File: src/rtl/mem_stage.sv
// MEM pipeline stage: issues a handshaked data-memory access, stalls the front end
// until it completes, and drives the MEM/WB register. `MEM_TIMEOUT_EN adds an access timeout.
module mem_stage (
    input  logic        clk_i,
    input  logic        rst_i,
    input  logic        RegWrite_i,
    input  logic        MemWrite_i,
    input  logic        MemRead_i,
    input  logic        Mem2Reg_i,
    input  logic [31:0] ALU_data_i,
    input  logic [31:0] writeData_i,
    input  logic [4:0]  RDaddr_i,
    output logic        mem_req_o,
    output logic        mem_we_o,
    output logic [31:0] mem_addr_o,
    output logic [31:0] mem_wdata_o,
    input  logic        mem_ack_i,
    input  logic [31:0] mem_rdata_i,
    output logic        stall_o,
    output logic        RegWrite_o,
    output logic        Mem2Reg_o,
    output logic [31:0] ALU_data_o,
    output logic [31:0] readData_o,
    output logic [4:0]  RDaddr_o,
    output logic        err_o
);

    localparam logic [1:0] IDLE = 2'd0;
    localparam logic [1:0] REQ  = 2'd1;
    localparam logic [1:0] DONE = 2'd2;

    logic [1:0]  state_q, state_d;
    logic [31:0] rdata_q, rdata_d;
    logic        regwrite_q, mem2reg_q;
    logic [31:0] alu_q, readdata_q;
    logic [4:0]  rd_q;
    logic        access;
    logic        err_q;

`ifdef MEM_TIMEOUT_EN
    logic [3:0] cnt_q, cnt_d;
    logic       err_d;
`endif

    assign access  = MemRead_i | MemWrite_i;
    assign stall_o = rst_i & (((state_q == IDLE) & access) | (state_q == REQ));

    assign mem_req_o   = (state_q == REQ);
    assign mem_we_o    = mem_req_o & MemWrite_i;
    assign mem_addr_o  = mem_req_o ? ALU_data_i : '0;
    assign mem_wdata_o = mem_req_o ? writeData_i : '0;

    always_comb begin
        state_d = state_q;
        rdata_d = rdata_q;
`ifdef MEM_TIMEOUT_EN
        cnt_d   = cnt_q;
        err_d   = 1'b0;
`endif
        case (state_q)
            IDLE: begin
                if (access) begin
                    state_d = REQ;
                    rdata_d = '0;
`ifdef MEM_TIMEOUT_EN
                    cnt_d   = '0;
`endif
                end
            end
            REQ: begin
                // An ack always beats the timeout, even on the cycle the count would expire.
                if (mem_ack_i) begin
                    state_d = DONE;
                    if (MemRead_i && !MemWrite_i)
                        rdata_d = mem_rdata_i;
                end
`ifdef MEM_TIMEOUT_EN
                else begin
                    cnt_d = cnt_q + 4'd1;
                    if (cnt_d == 4'd15) begin
                        state_d = DONE;
                        err_d   = 1'b1;
                    end
                end
`endif
            end
            DONE:    state_d = IDLE;
            default: state_d = IDLE;
        endcase
    end

    always_ff @(posedge clk_i) begin
        if (!rst_i) begin
            state_q    <= IDLE;
            rdata_q    <= '0;
            regwrite_q <= 1'b0;
            mem2reg_q  <= 1'b0;
            alu_q      <= '0;
            readdata_q <= '0;
            rd_q       <= '0;
        end else begin
            state_q <= state_d;
            rdata_q <= rdata_d;
            if (stall_o) begin
                regwrite_q <= 1'b0;
                mem2reg_q  <= 1'b0;
                alu_q      <= '0;
                readdata_q <= '0;
                rd_q       <= '0;
            end else begin
                // err_q is only ever high during DONE, marking a timed-out access.
                regwrite_q <= RegWrite_i & ~err_q;
                mem2reg_q  <= Mem2Reg_i;
                alu_q      <= ALU_data_i;
                readdata_q <= (state_q == DONE) ? rdata_q : '0;
                rd_q       <= RDaddr_i;
            end
        end
    end

`ifdef MEM_TIMEOUT_EN
    always_ff @(posedge clk_i) begin
        if (!rst_i) begin
            cnt_q <= '0;
            err_q <= 1'b0;
        end else begin
            cnt_q <= cnt_d;
            err_q <= err_d;
        end
    end
`else
    assign err_q = 1'b0;
`endif

    assign err_o      = err_q;
    assign RegWrite_o = regwrite_q;
    assign Mem2Reg_o  = mem2reg_q;
    assign ALU_data_o = alu_q;
    assign readData_o = readdata_q;
    assign RDaddr_o   = rd_q;

endmodule
File: config.mk
export PLATFORM = sky130hd
export DESIGN_NAME = mem_stage
export DESIGN_NICKNAME = d
export VERILOG_FILES = /design/src/rtl/mem_stage.sv
export SDC_FILE = /design/constraint.sdc
export NUM_CORES = 1
export LEC_CHECK = 0
export CORE_ASPECT_RATIO = 1.2
export CORE_UTILIZATION = 39
export CTS_BUF_LIST = sky130_fd_sc_hd__clkbuf_16
export CTS_CLUSTER_DIAMETER = 30
export CTS_CLUSTER_SIZE = 28
export DETAILED_ROUTE_END_ITERATION = 7
export PLACE_DENSITY = 0.9
export SYNTH_ARGS = -nofsm -noshare
export SYNTH_HDL_FRONTEND = slang
export SYNTH_SLANG_ARGS = --single-unit
File: constraint.sdc
create_clock -name clk_i -period 3.6 [get_ports clk_i]
set_input_delay 1.08 -clock clk_i [delete_from_list [all_inputs] [get_ports clk_i]]
set_output_delay 1.08 -clock clk_i [all_outputs]
set_load 0.02 [all_outputs]
# After elaboration in Yosys (flattened, before gate mapping)
# Cells that the tools add are included.
# totals
input_bits	108
reg_bits	105
out_inout_bits	139
# classes
n_reduce_logical	8
eq_ne	5
mux	9
bitwise	7
# op_table
cell	count
$mux 32	5
$pmux 32 s2	1
$mux 2	2
$ne 2x1->1 const B	2
$pmux 2 s2	1
$reduce_and 4->1	1
$and 1x1->1	3
$reduce_or 3->1	1
$eq 2x1->1 const B	1
$eq 2x2->1 const B	1
$logic_not 2->1	1
$ne 2x2->1 const B	1
$not 1->1	2
$or 1x1->1	2
$reduce_and 2->1	1
$reduce_bool 2->1	1
$reduce_or 2->1	1
$logic_and 1x1->1	1
$logic_not 1->1	1

# Depth between registers and ports, before layout
# logic_depth
word_depth	5
ltp_mapped	5
ltp_nobuf	3

# Worst setup path before layout
# OpenSTA, ideal clock, no wires.
# synth_timing
path_type	input to output
from	input rst_i
to	output stall_o
cell_stages	2
slack_ns	0.875
required_ns	2.520
n_path_buf	0
arrival_ns	1.645
cell_sequence	inv_1 nor3_1
# synth_via
elab_chain_len	1
# synth_rtl
item	line_no	text
start: declaration	5	input logic rst_i,
$and 1x1->1	46	assign stall_o = rst_i & (((state_q == IDLE) & access) | (state_q == REQ));
end: declaration	19	output logic stall_o,
# No other way between the ends.

# Worst setup path after layout
# layout_timing
from	input MemWrite_i
to	output mem_we_o
# layout_via
elab_chain_len	1
# layout_rtl
item	line_no	text
start: declaration	7	input logic MemWrite_i,
$and 1x1->1	49	assign mem_we_o = mem_req_o & MemWrite_i;
end: declaration	14	output logic mem_we_o,
# No other way between the ends.

==> out/metrics.cfg <==
[status]
status=finished clean

[pwr]
p_per_area_mw_per_mm2=396.7
swShare=0.2563
p_seq_frac=0.462
p_sw_uw=671.1
p_comb_frac=0.193
pwr-share-clk=0.345
internal-power_uw=1947
peakVddDrop_mv=0.2319
p_leak_uw=0.002603

[grt]
grt.total_usage=0.2095
first_global_vias=3287
grt_max_degree=67
grt_pass1_wl_mm=16.22
antenna_found_initial=1
grt_overflow_total=0

[synth]
yosys_register_bits=105
syn_nets=486
synthTopCellsByCount=and2_1, dfxtp_1, mux2i_1, nand2_1, nand3_1
syn-instance-count=378
yosysWarnings=0
synth_area_mm2=0.003816
yosys-top-cells-area=dfxtp_1, and2_1, mux2i_1, nand3_1, nand2_1
synth-edff-count=0
post-synth-top-count-cell=and2_1
seq_area_frac_synth=0.5508
synth_cell_types=21
synth_flop_cell=dfxtp_1
synth-async-reset-ratio=0
syn_area_per_cell_um2=10.10
synth_top_area_frac=0.5508
synth_top_cell_by_area=dfxtp_1

[sta]
tns_ns=0
tightestPinTransition_ns=0.6176
hold_viol=0
worst_slack_ns=0.1163
min_period_over_period=0.9677
max_slew_margin=0.5883
setup_viol_count_final=0
fin_skew_ns=0.009033
rsz0062_at_grt=false
fmax_ghz=0.2871
fin_crit_ns=3.484
slew_violations=0

[die]
dieArea_mm2=0.01019
initial_core_util=0.4011
num_rows=39
io_pins=247
dieWidth_um=92.30
core-area_mm2=0.009515
die_y_um=110.4

[finish]
antenna_cells=0
area_growth_pct=72.92
nFillCells=695
layout.cells.non_filler=741
drive_above_1_share=0.04693
final_core_util=0.6935
nets=721

[critical_path]
startpoint_type=primary input
critPathMaxFanout=3
end_kind=primary output
cp_top_family=buffers and inverters
slowest_stage=clkdlybuf4s50_1
critPathBufInv=3
slowest_delay_ns=0.61
criticalPathCategory=primary input to primary output
critPathMostFrequentCell=clkdlybuf4s50_1
critPathArrivalTime_ns=2.40
required_ns=2.52
path_cells=clkdlybuf4s50_1 -> buf_4 -> and2_1 -> clkdlybuf4s50_1

[clock_tree]
numCtsBuffers=9
root_buffer=clkbuf_16
cts_hold_buf=0
clk_path_buf_depth=2
clk_pin_slew_worst_paths_ns=0.07
numClockSinks=105
tritoncts=yes
cts-htree-levels=3
insertion_delay_ns=0.34

[route]
vias=3336
drt_wl_total_mm=10.62
wl_per_cell_um=14.33
dr.first_iter.drc_count=123
ant_nets=0
firstDrtPassIters=4
vias_per_cell=4.502
drc=0

[placement]
io_buffer_count=245
place_ws_ns=0.01313
numPlacedInstances=725
dp.final_hpwl_mm=8.066
gp_congestion=0.7829

[min_path]
hold_class=flip-flop to flip-flop

[run]
cap_violations=0

[path summary, 6_finish.rpt]
check | startpoint | to | slack [ns] | cells past startpoint
setup / recovery | MemWrite_i | mem_we_o | 0.12 | 4
hold / removal | rdata_q[3] | rdata_q[3] | 0.45 | 2
setup reg to reg | state_q[0] | rdata_q[2] | 1.80 | 5
hold reg to reg | rdata_q[3] | rdata_q[3] | 0.45 | 2
[routing by layer]
metal	routed length (um)	GRT usage
met1	3907	0.2187
met2	5489	0.3725
met3	940	0.07682
met4	274	0.1027
met5	9	0
[power groups by stage]
stage	logic (uW)	registers [uW]	clock network, uW
2_1_floorplan	221	1250	0
3_3_place_gp	498	1230	0
3_5_place_dp	507	1240	0
4_1_cts	511	1210	925
5_1_grt	540	1210	982
6_report	505	1210	903
[cell usage in the layout, fill, tap and decap left out, types with 2 or more instances in the layout]
master and n:
nor3_1 2, inv_6 2, nand2_1 32, nand3_1 32
dfxtp_1 105, clkdlybuf4s50_1 243, mux2i_1 32, clkbuf_16 9
and2_1 136, clkinvlp_4 3, buf_4 8
[through the flow]
stage	hold slack, ns	total power (uW)	area (um2)
6_report	0.4497	2618	6599
3_5_place_dp	0.4370	1743	6317
2_1_floorplan	0.4296	1474	3816
3_3_place_gp	0.4367	1732	6317
4_1_cts	0.4553	2646	6596
5_1_grt	0.4707	2734	6599
[worst reg2reg max path, delay by kind of cell (launching register included)]
family,cells,cell delay [ns]
buf+inv,2,0.76
flops,1,0.46
simple gates,2,0.31
mux,1,0.19
[logic make-up (layout without fill, tap and decap cells)]
family / Yosys count / after routing / share of synthesized area
muxes: 32 / 32 / 0.08394
and+or+nand+nor: 207 / 207 / 0.3102
AOI/OAI and AO/OA: 3 / 3 / 0.009182
buffers and inverters: 30 / 270 / 0.04491
other: 1 / 1 / 0.0009827
DFF: 105 / 105 / 0.5508
[cell type report]
class | instances | area (um2) | area share
clock buffers | 9 | 225.2 | 0.03413
clock inverters | 7 | 53.80 | 0.008153
inverters | 1 | 3.754 | 0.0005688
multi-input cells | 243 | 1550 | 0.2349
flip-flops and latches | 105 | 2102 | 0.3185
well taps | 123 | 153.9 | 0.02332
repair buffers | 253 | 2510 | 0.3804
[sequential cells by signal (all words and copies together) (netlist names)]
| name | count |
|---|---|
| ALU_data_o | 32 |
| rdata_q | 32 |
| readData_o | 32 |
| RDaddr_o | 5 |
| state_q | 2 |
| Mem2Reg_o | 1 |
| RegWrite_o | 1 |
[repair_timing]
action | in CTS | in global routing
setup buffers | 0 | 0
resized for setup | 0 | 1
endpoints found under the setup margin | 0 | 1
No activity file was read; power rests on OpenSTA's default activity.
